===== src/rtl/mac_operand_buffer_pkg.sv =====
// Shared types and width helpers for the MAC operand buffer and its address generator.
package mac_mem_pkg;

  typedef enum logic [0:0] {
    IDLE   = 1'b0,
    STREAM = 1'b1
  } stream_state_t;

  typedef logic bank_sel_t;

  // Index width that never collapses to zero for degenerate (size 1) dimensions.
  function automatic int clog2_min1(input int value);
    return (value > 2) ? $clog2(value) : 1;
  endfunction

endpackage


===== src/rtl/mac_operand_buffer_if.sv =====
// Host-load, operand-stream and C-buffer signals of the MAC operand buffer.
interface mac_operand_buffer_if
  import mac_mem_pkg::*;
#(
  parameter int param_M            = 4,
  parameter int param_K            = 4,
  parameter int param_N            = 4,
  parameter int DATA_WIDTH_INITIAL = 8,
  parameter int DATA_WIDTH_FINAL   = 2 * DATA_WIDTH_INITIAL
);
  localparam int IDX_W = clog2_min1(param_M * param_N);

  logic                                                 ab_load_valid;
  logic                                                 ab_load_ready;
  logic [param_M*param_K*DATA_WIDTH_INITIAL-1:0]        a_data_in;
  logic [param_K*param_N*DATA_WIDTH_INITIAL-1:0]        b_data_in;
  logic                                                 start;
  logic                                                 busy;
  logic                                                 done;
  logic                                                 op_valid;
  logic                                                 op_ready;
  logic [DATA_WIDTH_INITIAL-1:0]                        a_op;
  logic [DATA_WIDTH_INITIAL-1:0]                        b_op;
  logic                                                 op_last;
  logic [IDX_W-1:0]                                     op_c_idx;
  logic                                                 c_we;
  logic [IDX_W-1:0]                                     c_addr;
  logic [DATA_WIDTH_FINAL-1:0]                          c_data_in;
  logic                                                 c_re;
  logic [param_M*param_N*DATA_WIDTH_FINAL-1:0]          c_data_out;
  logic                                                 c_out_valid;

  modport master (
    output ab_load_valid, a_data_in, b_data_in, start, op_ready,
           c_we, c_addr, c_data_in, c_re,
    input  ab_load_ready, busy, done, op_valid, a_op, b_op, op_last,
           op_c_idx, c_data_out, c_out_valid
  );

  modport slave (
    input  ab_load_valid, a_data_in, b_data_in, start, op_ready,
           c_we, c_addr, c_data_in, c_re,
    output ab_load_ready, busy, done, op_valid, a_op, b_op, op_last,
           op_c_idx, c_data_out, c_out_valid
  );

endinterface


===== src/rtl/mac_operand_buffer_addr_gen.sv =====
// Stream FSM and i/j/k walker: k innermost, then j, then i; one beat per accepted handshake.
module mac_operand_addr_gen
  import mac_mem_pkg::*;
#(
  parameter int M = 4,
  parameter int K = 4,
  parameter int N = 4,
  localparam int IW    = clog2_min1(M),
  localparam int JW    = clog2_min1(N),
  localparam int KW    = clog2_min1(K),
  localparam int AW    = clog2_min1(M * K),
  localparam int BW    = clog2_min1(K * N),
  localparam int IDX_W = clog2_min1(M * N)
) (
  input  logic             clk,
  input  logic             rstn,
  input  logic             start,
  input  logic             bank_avail,
  input  logic             op_ready,
  output logic             busy,
  output logic             done,
  output logic             op_valid,
  output logic             op_last,
  output logic [IDX_W-1:0] op_c_idx,
  output logic             adv,
  output logic [AW-1:0]    a_idx_nxt,
  output logic [BW-1:0]    b_idx_nxt,
  output logic             release_bank
);

  localparam logic [0:0]    ST_IDLE   = IDLE;
  localparam logic [0:0]    ST_STREAM = STREAM;
  localparam logic [IW-1:0] I_MAX     = IW'(M - 1);
  localparam logic [JW-1:0] J_MAX     = JW'(N - 1);
  localparam logic [KW-1:0] K_MAX     = KW'(K - 1);

  logic [0:0]       state_r;
  logic [IW-1:0]    i_r, i_nxt_s;
  logic [JW-1:0]    j_r, j_nxt_s;
  logic [KW-1:0]    k_r, k_nxt_s;
  logic             busy_r, done_r, op_valid_r, op_last_r;
  logic [IDX_W-1:0] op_c_idx_r;
  logic             start_ok_s, fire_s, last_beat_s, final_s;

  assign start_ok_s  = (state_r == ST_IDLE) && start && bank_avail;
  assign fire_s      = op_valid_r && op_ready;
  assign last_beat_s = (i_r == I_MAX) && (j_r == J_MAX) && (k_r == K_MAX);
  assign final_s     = fire_s && last_beat_s;
  assign adv         = start_ok_s || (fire_s && !last_beat_s);

  // Next counter position; held whenever the current beat is not consumed.
  always_comb begin
    i_nxt_s = i_r;
    j_nxt_s = j_r;
    k_nxt_s = k_r;
    if (start_ok_s) begin
      i_nxt_s = '0;
      j_nxt_s = '0;
      k_nxt_s = '0;
    end else if (fire_s && !last_beat_s) begin
      if (k_r == K_MAX) begin
        k_nxt_s = '0;
        if (j_r == J_MAX) begin
          j_nxt_s = '0;
          i_nxt_s = i_r + IW'(1'b1);
        end else begin
          j_nxt_s = j_r + JW'(1'b1);
        end
      end else begin
        k_nxt_s = k_r + KW'(1'b1);
      end
    end else begin
      k_nxt_s = k_r;
    end
  end

  // Flat element indices for the next beat, used by the top to prefetch operands.
  always_comb begin
    a_idx_nxt = AW'(int'(i_nxt_s) * K + int'(k_nxt_s));
    b_idx_nxt = BW'(int'(k_nxt_s) * N + int'(j_nxt_s));
  end

  // FSM, counters and registered stream outputs.
  always_ff @(posedge clk or negedge rstn) begin
    if (!rstn) begin
      state_r    <= ST_IDLE;
      i_r        <= '0;
      j_r        <= '0;
      k_r        <= '0;
      busy_r     <= 1'b0;
      done_r     <= 1'b0;
      op_valid_r <= 1'b0;
      op_last_r  <= 1'b0;
      op_c_idx_r <= '0;
    end else begin
      i_r    <= i_nxt_s;
      j_r    <= j_nxt_s;
      k_r    <= k_nxt_s;
      done_r <= final_s;
      if (adv) begin
        op_last_r  <= (k_nxt_s == K_MAX);
        op_c_idx_r <= IDX_W'(int'(i_nxt_s) * N + int'(j_nxt_s));
      end
      case (state_r)
        ST_IDLE: begin
          if (start_ok_s) begin
            state_r    <= ST_STREAM;
            busy_r     <= 1'b1;
            op_valid_r <= 1'b1;
          end
        end
        ST_STREAM: begin
          if (final_s) begin
            state_r    <= ST_IDLE;
            busy_r     <= 1'b0;
            op_valid_r <= 1'b0;
          end
        end
        default: begin
          state_r    <= ST_IDLE;
          busy_r     <= 1'b0;
          op_valid_r <= 1'b0;
        end
      endcase
    end
  end

  assign busy         = busy_r;
  assign done         = done_r;
  assign op_valid     = op_valid_r;
  assign op_last      = op_last_r;
  assign op_c_idx     = op_c_idx_r;
  assign release_bank = final_s;

endmodule


===== src/rtl/mac_operand_buffer.sv =====
// Ping-pong A/B operand banks, bank flags and the C result buffer around the stream address generator.
module mac_operand_buffer
  import mac_mem_pkg::*;
#(
  parameter int param_M            = 4,
  parameter int param_K            = 4,
  parameter int param_N            = 4,
  parameter int DATA_WIDTH_INITIAL = 8,
  parameter int DATA_WIDTH_FINAL   = 2 * DATA_WIDTH_INITIAL
) (
  input logic                  clk,
  input logic                  rstn,
  mac_operand_buffer_if.slave  bus
);

  localparam int DWI   = DATA_WIDTH_INITIAL;
  localparam int DWF   = DATA_WIDTH_FINAL;
  localparam int MK    = param_M * param_K;
  localparam int KN    = param_K * param_N;
  localparam int MN    = param_M * param_N;
  localparam int AW    = clog2_min1(MK);
  localparam int BW    = clog2_min1(KN);

  logic [DWI-1:0]    bank_a_r [2][MK];
  logic [DWI-1:0]    bank_b_r [2][KN];
  logic [1:0]        bank_full_r;
  bank_sel_t         wr_sel_r, rd_sel_r;
  logic [DWI-1:0]    a_op_r, b_op_r;
  logic [DWF-1:0]    buffer_c_r [MN];
  logic [MN*DWF-1:0] c_data_out_r;
  logic              c_out_valid_r;

  logic              load_fire_s, adv_s, release_s;
  logic [AW-1:0]     a_idx_nxt_s;
  logic [BW-1:0]     b_idx_nxt_s;

  assign bus.ab_load_ready = !bank_full_r[wr_sel_r];
  assign load_fire_s       = bus.ab_load_valid && !bank_full_r[wr_sel_r];

  mac_operand_addr_gen #(
    .M (param_M),
    .K (param_K),
    .N (param_N)
  ) u_addr_gen (
    .clk          (clk),
    .rstn         (rstn),
    .start        (bus.start),
    .bank_avail   (bank_full_r[rd_sel_r]),
    .op_ready     (bus.op_ready),
    .busy         (bus.busy),
    .done         (bus.done),
    .op_valid     (bus.op_valid),
    .op_last      (bus.op_last),
    .op_c_idx     (bus.op_c_idx),
    .adv          (adv_s),
    .a_idx_nxt    (a_idx_nxt_s),
    .b_idx_nxt    (b_idx_nxt_s),
    .release_bank (release_s)
  );

  // Bank storage: a load always targets the empty write-side bank.
  always_ff @(posedge clk or negedge rstn) begin
    if (!rstn) begin
      for (int b = 0; b < 2; b++) begin
        for (int e = 0; e < MK; e++) bank_a_r[b][e] <= '0;
        for (int e = 0; e < KN; e++) bank_b_r[b][e] <= '0;
      end
    end else if (load_fire_s) begin
      for (int e = 0; e < MK; e++) bank_a_r[wr_sel_r][e] <= bus.a_data_in[e*DWI +: DWI];
      for (int e = 0; e < KN; e++) bank_b_r[wr_sel_r][e] <= bus.b_data_in[e*DWI +: DWI];
    end
  end

  // Full flags and bank pointers; a load and a release never hit the same bank.
  always_ff @(posedge clk or negedge rstn) begin
    if (!rstn) begin
      bank_full_r <= 2'b00;
      wr_sel_r    <= 1'b0;
      rd_sel_r    <= 1'b0;
    end else begin
      if (load_fire_s) begin
        bank_full_r[wr_sel_r] <= 1'b1;
        wr_sel_r              <= ~wr_sel_r;
      end
      if (release_s) begin
        bank_full_r[rd_sel_r] <= 1'b0;
        rd_sel_r              <= ~rd_sel_r;
      end
    end
  end

  // Operand registers load the next beat's elements alongside the counter step.
  always_ff @(posedge clk or negedge rstn) begin
    if (!rstn) begin
      a_op_r <= '0;
      b_op_r <= '0;
    end else if (adv_s) begin
      a_op_r <= bank_a_r[rd_sel_r][a_idx_nxt_s];
      b_op_r <= bank_b_r[rd_sel_r][b_idx_nxt_s];
    end
  end

  // C buffer: snapshot reads see contents from before a same-cycle write.
  always_ff @(posedge clk or negedge rstn) begin
    if (!rstn) begin
      for (int e = 0; e < MN; e++) buffer_c_r[e] <= '0;
      c_data_out_r  <= '0;
      c_out_valid_r <= 1'b0;
    end else begin
      c_out_valid_r <= bus.c_re;
      if (bus.c_re) begin
        for (int e = 0; e < MN; e++) c_data_out_r[e*DWF +: DWF] <= buffer_c_r[e];
      end
      if (bus.c_we && (int'(bus.c_addr) < MN)) begin
        buffer_c_r[bus.c_addr] <= bus.c_data_in;
      end
    end
  end

  assign bus.a_op        = a_op_r;
  assign bus.b_op        = b_op_r;
  assign bus.c_data_out  = c_data_out_r;
  assign bus.c_out_valid = c_out_valid_r;

endmodule


===== src/flat_wrapper.sv =====
// flat-port wrapper written by rule: the top's interface ports become plain ports
module mac_operand_buffer_flat import mac_mem_pkg::*;
#(
  parameter int param_M            = 4,
  parameter int param_K            = 4,
  parameter int param_N            = 4,
  parameter int DATA_WIDTH_INITIAL = 8,
  parameter int DATA_WIDTH_FINAL   = 2 * DATA_WIDTH_INITIAL
)
  (clk, rstn, bus_ab_load_valid, bus_a_data_in, bus_b_data_in, bus_start, bus_op_ready, bus_c_we, bus_c_addr, bus_c_data_in, bus_c_re, bus_ab_load_ready, bus_busy, bus_done, bus_op_valid, bus_a_op, bus_b_op, bus_op_last, bus_op_c_idx, bus_c_data_out, bus_c_out_valid);
  mac_operand_buffer_if #(.param_M(param_M), .param_K(param_K), .param_N(param_N), .DATA_WIDTH_INITIAL(DATA_WIDTH_INITIAL), .DATA_WIDTH_FINAL(DATA_WIDTH_FINAL)) bus_i ();
  input logic clk;
  input logic rstn;
  input wire logic [$bits(bus_i.ab_load_valid)-1:0] bus_ab_load_valid;
  input wire logic [$bits(bus_i.a_data_in)-1:0] bus_a_data_in;
  input wire logic [$bits(bus_i.b_data_in)-1:0] bus_b_data_in;
  input wire logic [$bits(bus_i.start)-1:0] bus_start;
  input wire logic [$bits(bus_i.op_ready)-1:0] bus_op_ready;
  input wire logic [$bits(bus_i.c_we)-1:0] bus_c_we;
  input wire logic [$bits(bus_i.c_addr)-1:0] bus_c_addr;
  input wire logic [$bits(bus_i.c_data_in)-1:0] bus_c_data_in;
  input wire logic [$bits(bus_i.c_re)-1:0] bus_c_re;
  output wire logic [$bits(bus_i.ab_load_ready)-1:0] bus_ab_load_ready;
  output wire logic [$bits(bus_i.busy)-1:0] bus_busy;
  output wire logic [$bits(bus_i.done)-1:0] bus_done;
  output wire logic [$bits(bus_i.op_valid)-1:0] bus_op_valid;
  output wire logic [$bits(bus_i.a_op)-1:0] bus_a_op;
  output wire logic [$bits(bus_i.b_op)-1:0] bus_b_op;
  output wire logic [$bits(bus_i.op_last)-1:0] bus_op_last;
  output wire logic [$bits(bus_i.op_c_idx)-1:0] bus_op_c_idx;
  output wire logic [$bits(bus_i.c_data_out)-1:0] bus_c_data_out;
  output wire logic [$bits(bus_i.c_out_valid)-1:0] bus_c_out_valid;
  assign bus_i.ab_load_valid = bus_ab_load_valid;
  assign bus_i.a_data_in = bus_a_data_in;
  assign bus_i.b_data_in = bus_b_data_in;
  assign bus_i.start = bus_start;
  assign bus_i.op_ready = bus_op_ready;
  assign bus_i.c_we = bus_c_we;
  assign bus_i.c_addr = bus_c_addr;
  assign bus_i.c_data_in = bus_c_data_in;
  assign bus_i.c_re = bus_c_re;
  assign bus_ab_load_ready = bus_i.ab_load_ready;
  assign bus_busy = bus_i.busy;
  assign bus_done = bus_i.done;
  assign bus_op_valid = bus_i.op_valid;
  assign bus_a_op = bus_i.a_op;
  assign bus_b_op = bus_i.b_op;
  assign bus_op_last = bus_i.op_last;
  assign bus_op_c_idx = bus_i.op_c_idx;
  assign bus_c_data_out = bus_i.c_data_out;
  assign bus_c_out_valid = bus_i.c_out_valid;
  mac_operand_buffer #(.param_M(param_M), .param_K(param_K), .param_N(param_N), .DATA_WIDTH_INITIAL(DATA_WIDTH_INITIAL), .DATA_WIDTH_FINAL(DATA_WIDTH_FINAL)) u_core (.clk(clk), .rstn(rstn), .bus(bus_i));
endmodule

===== config.mk =====
export PLATFORM = sky130hd
export DESIGN_NAME = mac_operand_buffer_flat
export DESIGN_NICKNAME = d
export VERILOG_FILES = /design/src/rtl/mac_operand_buffer_pkg.sv /design/src/rtl/mac_operand_buffer_if.sv /design/src/rtl/mac_operand_buffer_addr_gen.sv /design/src/rtl/mac_operand_buffer.sv /design/src/flat_wrapper.sv
export SDC_FILE = /design/constraint.sdc
export NUM_CORES = 1
export LEC_CHECK = 0
export CORE_MARGIN = 4
export CORE_UTILIZATION = 25
export CTS_BUF_LIST = sky130_fd_sc_hd__clkbuf_8 sky130_fd_sc_hd__clkbuf_16
export DETAILED_ROUTE_END_ITERATION = 6
export PLACE_DENSITY = 0.5
export SLEW_MARGIN = 20
export SYNTH_ARGS = -nofsm -noshare
export SYNTH_HDL_FRONTEND = slang
export SYNTH_SLANG_ARGS = --single-unit

===== constraint.sdc =====
create_clock -name clk -period 2.95 [get_ports clk]
set_clock_uncertainty 0.05 [all_clocks]
set_input_delay 0.59 -clock clk [delete_from_list [all_inputs] [get_ports clk]]
set_output_delay 0.59 -clock clk [all_outputs]
set_load 0.01 [all_outputs]

## After elaboration in Yosys (flattened, before gate mapping)

Cells that the tools add are included.

| storage, ports and cells | value |
|---|---|
| bits in registers | 1059 |
| input bits | 283 |
| output and inout bits | 282 |
| logic and storage cells | 251 |

| cells by class | value |
|---|---|
| add/subtract/negate cells | 6 |
| $lt $le $gt $ge | 11 |
| eq/ne operators | 6 |
| mux-type cells | 106 |
| bitwise logic cells | 11 |
| reduce and logical (&&, ||, !) cells | 16 |

Operator list:

| kind | number |
|---|---|
| 256-bit bitwise mux | 33 |
| 128-bit demux with 1-bit select | 16 |
| 128-bit 2-to-1 mux | 7 |
| 120-bit 2-to-1 mux | 1 |
| 112-bit 2-to-1 mux | 1 |
| 104-bit 2-to-1 mux | 1 |
| 96-bit 2-to-1 mux | 1 |
| 88-bit 2-to-1 mux | 1 |
| 80-bit 2-to-1 mux | 1 |
| 72-bit 2-to-1 mux | 1 |
| 8-bit binary-select mux with 4-bit select | 2 |
| 16-bit demux with 4-bit select | 1 |
| 64-bit 2-to-1 mux | 1 |
| 56-bit 2-to-1 mux | 1 |
| 48-bit 2-to-1 mux | 1 |
| 40-bit 2-to-1 mux | 1 |
| 8-bit 2-to-1 mux | 5 |
| 16-bit 2-to-1 mux | 2 |
| 32-bit 2-to-1 mux | 1 |
| 2-bit 2-to-1 mux | 13 |
| 24-bit 2-to-1 mux | 1 |
| 5-bit >= comparator (second input constant) | 3 |
| 4-bit NOT with 5-bit output | 3 |
| 4-bit by 2-bit adder with 4-bit output | 3 |
| 21 further kinds | 55 |

## Longest topological paths before layout

| depth | value |
|---|---|
| depth after elaboration | 21 |
| gate-level depth with buffers | 14 |

## Cells and area by module

From an unflattened synthesis, not the netlist that was laid out.

| second synthesis, totals | value |
|---|---|
| cells, all modules | 2864 |
| area, all modules | 43839.5 um^2 |

Modules (own cells, without submodules):

| module | times used | cells each | area each (um^2) | seq. area each (um^2) |
|---|---|---|---|---|
| mac_operand_buffer | 1 | 2788 | 43093.8 | 26150.1 |
| mac_operand_addr_gen | 1 | 76 | 745.7 | 350.3 |

## Least setup slack after synthesis

OpenSTA, ideal clock, no wires.

| timing | value |
|---|---|
| path type | reg-to-reg |
| start | reg u_core.u_addr_gen.j_r[0] |
| end | reg u_core.b_op_r[2] (netlist: u_core.bus.b_op[2]) |
| library setup time | 0.122 ns |
| arrival time | 2.531 ns |
| required time | 2.778 ns |
| setup slack | 0.248 ns |
| stages on the path, launching flop included | 12 |
| path buffers | 2 |
| clock period less this slack | 2.702 ns |
| cells stage by stage | dfrtp_1 > ha_1 > and4_1 > o32ai_4 > inv_2 > buf_2 > buf_2 > a21oi_1 > nand3_1 > a222oi_1 > o211ai_1 > a32o_1 |

| on the way | value |
|---|---|
| longest elaborated chain between the ends | 12 |
| elaborated cells between the ends (all ways) | 18 |
| those cells by class | add/sub (2); eq/ne (1); mux (9); bitwise (1); reduce/logical (5) |

RTL lines:

| item | RTL line | text |
|---|---|---|
| from (decl) | mac_operand_buffer_addr_gen.sv:39 | `logic [JW-1:0] j_r, j_nxt_s;` |
| from (signal assigned) | mac_operand_buffer_addr_gen.sv:97 | `j_r <= j_nxt_s;` |
| branches (longest 12 deep; another with 4-bit by 2-bit adder with 4-bit output) | -- |  |
| to (signal assigned) | mac_operand_buffer.sv:99 | `b_op_r <= bank_b_r[rd_sel_r][b_idx_nxt_s];` |
| to (decl) | mac_operand_buffer.sv:28 | `logic [DWI-1:0] a_op_r, b_op_r;` |

Parallel ways; which one is timed is not known. The select of a mux whose other input is x is not followed.
A chain may end at the register's enable or synchronous reset.

## Worst setup path in the final report

| timing | value |
|---|---|
| start | reg u_core.u_addr_gen.k_r[0] |
| end | reg u_core.b_op_r[4] (netlist: u_core.bus.b_op[4]) |

| on the way | value |
|---|---|
| longest elaborated chain between the ends | 11 |
| elaborated cells between the ends (all ways) | 17 |
| those cells by class | add/sub (2); eq/ne (1); mux (9); bitwise (1); reduce/logical (4) |

RTL lines:

| item | RTL line | text |
|---|---|---|
| from (decl) | mac_operand_buffer_addr_gen.sv:40 | `logic [KW-1:0] k_r, k_nxt_s;` |
| from (signal assigned) | mac_operand_buffer_addr_gen.sv:98 | `k_r <= k_nxt_s;` |
| branches (longest 11 deep; another with 4-bit by 2-bit adder with 4-bit output) | -- |  |

Parallel ways; which one is timed is not known. The select of a mux whose other input is x is not followed.

==> run metrics <==
status=complete, but fails checks; failing checks=design-rule violations; Worst EP arrival=3430 ps; RR Startpoint=u_core.u_addr_gen.k_r[0]$_DFF_PN0_; min Tclk post-route=2880 ps; Most common cell on crit path=buf_4; switch share=30.0%; synth top area cells=dfrtp_1, mux2_2, mux4_2; # DRC=1; Final Instance Area=58,300 µm²; critical path class=reg -> reg; most common cell in the netlist=dfrtp_1; r2r worst-path depth=10; Crit Reg-Reg Endpoint=u_core.bus.b_op[4]$_DFFE_PN0P_; Placed Area=53,900 µm²; Slowest-stage cell, CP=dfrtp_1; die width=426 µm; post-DR wirelength/cell=24.6 µm; worst slack at placement=-624 ps; row count=153; Hold Crit Class=in -> reg; Port-buffer cells=564; vias in the first global route=28.3k; htree depth=3; Max clock buf depth=3; Hold Vio Cnt, Final=0; hold_sp=bus_c_re; Max-Cap Viols=0; Max Slew Vio Count=0; Synth top cells by count=dfrtp_1, mux2_2, clkbuf_1; die height=426 µm; total track usage=15.9%; routed vias=27.1k; clk slew on worst S/H paths=60 ps; crit path capture type=flop; Mapped Avg Cell Area=15.3 µm²; fin crit share=97.7%; Yosys cell types=70; area leader, netlist=dfrtp_1; ys async rst share=100%; Post-Synthesis Cells=2,844; Crit path max-delay family=simple AND/OR/NAND/NOR gates; clock root cell=clkbuf_16; CTS tree=done; Die ar.=181,000 µm²; drt first pass iters=7; DR iter-0 viols=1,533; # fillers=17.0k; post-synthesis sequential area ratio=60.7%; Most used DFF post-synth=dfrtp_1; CP cell instances=ha_4, and3_1, or3b_1, a21o_2, buf_4, nand3_1, o221ai_1, nor4_2, buf_4, o41ai_1; post-DP HPWL=107 mm; fraction of layout cells with a size suffix above 1=43.4%; worst rel slew slack=31.1%; Worst Tran Pin Value=1030 ps; Hold EP=u_core.bus.c_data_out[116]$_DFFE_PN0P_; Startpoint Class=flop; hold depth=2; setup ws final=67.7 ps; Fin Setup TNS=0 ps; clock share of power=27.8%; sequential share of power=41.3%; Pleak=24.8 nW; Synth top area share=60.7%; Crit path depth=10; Ys Warns=0; Worst Path Max Fanout=6; I/O pin total=565; largest incremental delay on the critical path=430 ps; RSZ-0062 raised after global routing=yes; P_sw=16.2 mW; R2R setup slack=70 ps; pwr/cell area=927 nW/µm²; CTS sink count=1,059; largest net degree at the start of global routing=75; CORE AREA=174,000 µm²; global-route congestion overflow total=0; EDFF count, synth=0; global-route wire length before repair=211 mm; vias per inst=4.52; initial core utilization=25.1%; syn_nets=3,131; Final ANT Viol Nets=0; CP Data Required Time=3500 ps; initial antenna violation count=41; Final setup viols=0; TritonCTS Buffers=119; Achievable Freq=347 MHz; Syn Std Cell Area=43,600 µm²; final wirelength=148 mm; final RePlAce weighted congestion=0.826; internal power=37.8 mW; WP buf/inv=2; # nets final=3,869; Yosys reg bits=1,059; Area growth, synth to finish=33.5%; combinational power share=30.9%; Clk Latency, worst-skew pair=750 ps; Max VDD drop=0.000487 V
-- flip-flops by register name (all words and copies together) (netlist names), 4 cells and up --
name,flops
u_core.bank_a_r,256
u_core.bank_b_r,256
u_core.buffer_c_r,256
u_core.bus.c_data_out,256
u_core.bus.a_op,8
u_core.bus.b_op,8
u_core.u_addr_gen.op_c_idx,4
-- how the worst max path moves through the flow --
stage | startpoint | to | slack [ps]
after CTS | u_core.u_addr_gen.k_r[0]$_DFF_PN0_ | u_core.bus.a_op[1]$_DFFE_PN0P_ | 3
final | u_core.u_addr_gen.k_r[0]$_DFF_PN0_ | u_core.bus.b_op[4]$_DFFE_PN0P_ | 70
after detailed placement | bus_op_ready | u_core.bus.b_op[0]$_DFFE_PN0P_ | -620
after global placement | bus_op_ready | u_core.bus.a_op[0]$_DFFE_PN0P_ | -620
after floorplan | u_core.u_addr_gen.j_r[0]$_DFF_PN0_ | u_core.bus.b_op[2]$_DFFE_PN0P_ | 250
after global routing | u_core.u_addr_gen.k_r[0]$_DFF_PN0_ | u_core.bus.b_op[4]$_DFFE_PN0P_ | -20
-- final cells by class --
type	instances	area [µm²]	area share, %
inverter	8	50.0	0.0859
multi-input combinational	1592	16500	28.4
clock buffer	141	3280	5.63
tap	2325	2910	4.99
sequential	1059	26500	45.5
timing repair buffer	802	8270	14.2
antenna	6	15.0	0.0258
clock inverter	75	703	1.21
-- power by group through the flow --
stage / Clock (mW) / Combinational, mW / Sequential, mW
global placement: 0 / 16.0 / 22.5
CTS: 15.5 / 16.7 / 22.3
finish: 15.0 / 16.7 / 22.3
global route: 16.1 / 17.8 / 22.9
floorplan: 0 / 8.38 / 22.0
detailed placement: 0 / 16.3 / 22.5
-- kinds of logic after synthesis --
family	after synthesis	share of synthesized area, %
compound gates	145	2.61
xor+xnor	1	0.0201
mux	1144	31.5
simple gates	298	3.21
buf+inv	193	1.85
fa+ha+maj	4	0.115
flops	1059	60.7
-- layout by cell type (no fill, tap or decap), types with 7 or more instances in the layout --
| cell type | Yosys | final |
|---|---|---|
| nor4_1 | 13 | 9 |
| a21oi_1 | 27 | 27 |
| dfrtp_1 | 1059 | 1058 |
| clkbuf_8 | 0 | 22 |
| nand3_1 | 87 | 86 |
| nor3_1 | 7 | 7 |
| nor2_1 | 47 | 42 |
| nand2b_1 | 7 | 7 |
| clkinv_2 | 0 | 31 |
| bufinv_16 | 0 | 10 |
| clkbuf_16 | 0 | 120 |
| o22ai_1 | 10 | 10 |
| buf_4 | 7 | 173 |
| inv_1 | 3 | 25 |
| clkdlybuf4s50_1 | 0 | 561 |
| mux2i_1 | 35 | 31 |
| nand2_1 | 101 | 99 |
| a221o_1 | 8 | 8 |
| o21ai_0 | 13 | 13 |
| nand4_1 | 11 | 11 |
| mux4_2 | 79 | 79 |
| buf_12 | 0 | 58 |
| mux2_2 | 1029 | 1029 |
-- routing by layer --
metal | vias to the layer above | share of wire, % | global-route usage [%]
met1 | 14500 | 41 | 19.4
met4 | 6 | 3.4 | 5.73
met5 | - | 0.023 | 0
met2 | 550 | 53 | 28.7
met3 | 216 | 3.1 | 2.08
li1 | 11900 | - | -
-- repair_timing --
item | 4_1_cts | 5_1_grt
pin swaps | 3 | 10
hold buffers | 1 | 0
gates resized for setup | 18 | 25
endpoints found under the setup margin | 10 | 14
setup buffers | 1 | 8
cloned | 2 | 1
endpoints found under the hold margin | 29 | 0
-- per-stage QoR --
stage / util, % / power, mW / hold slack (ps) / instances
finish: 33.6 / 54.0 / 188 / 6008
global route: 33.5 / 56.8 / 146 / 6005
CTS: 33.4 / 54.5 / 108 / 5993
detailed placement: 31.0 / 38.8 / 434 / 5773
global placement: 31.0 / 38.5 / 431 / 5773
floorplan: - / 30.4 / 244 / 2844
Note: power is estimated with default switching activity, not from simulation.
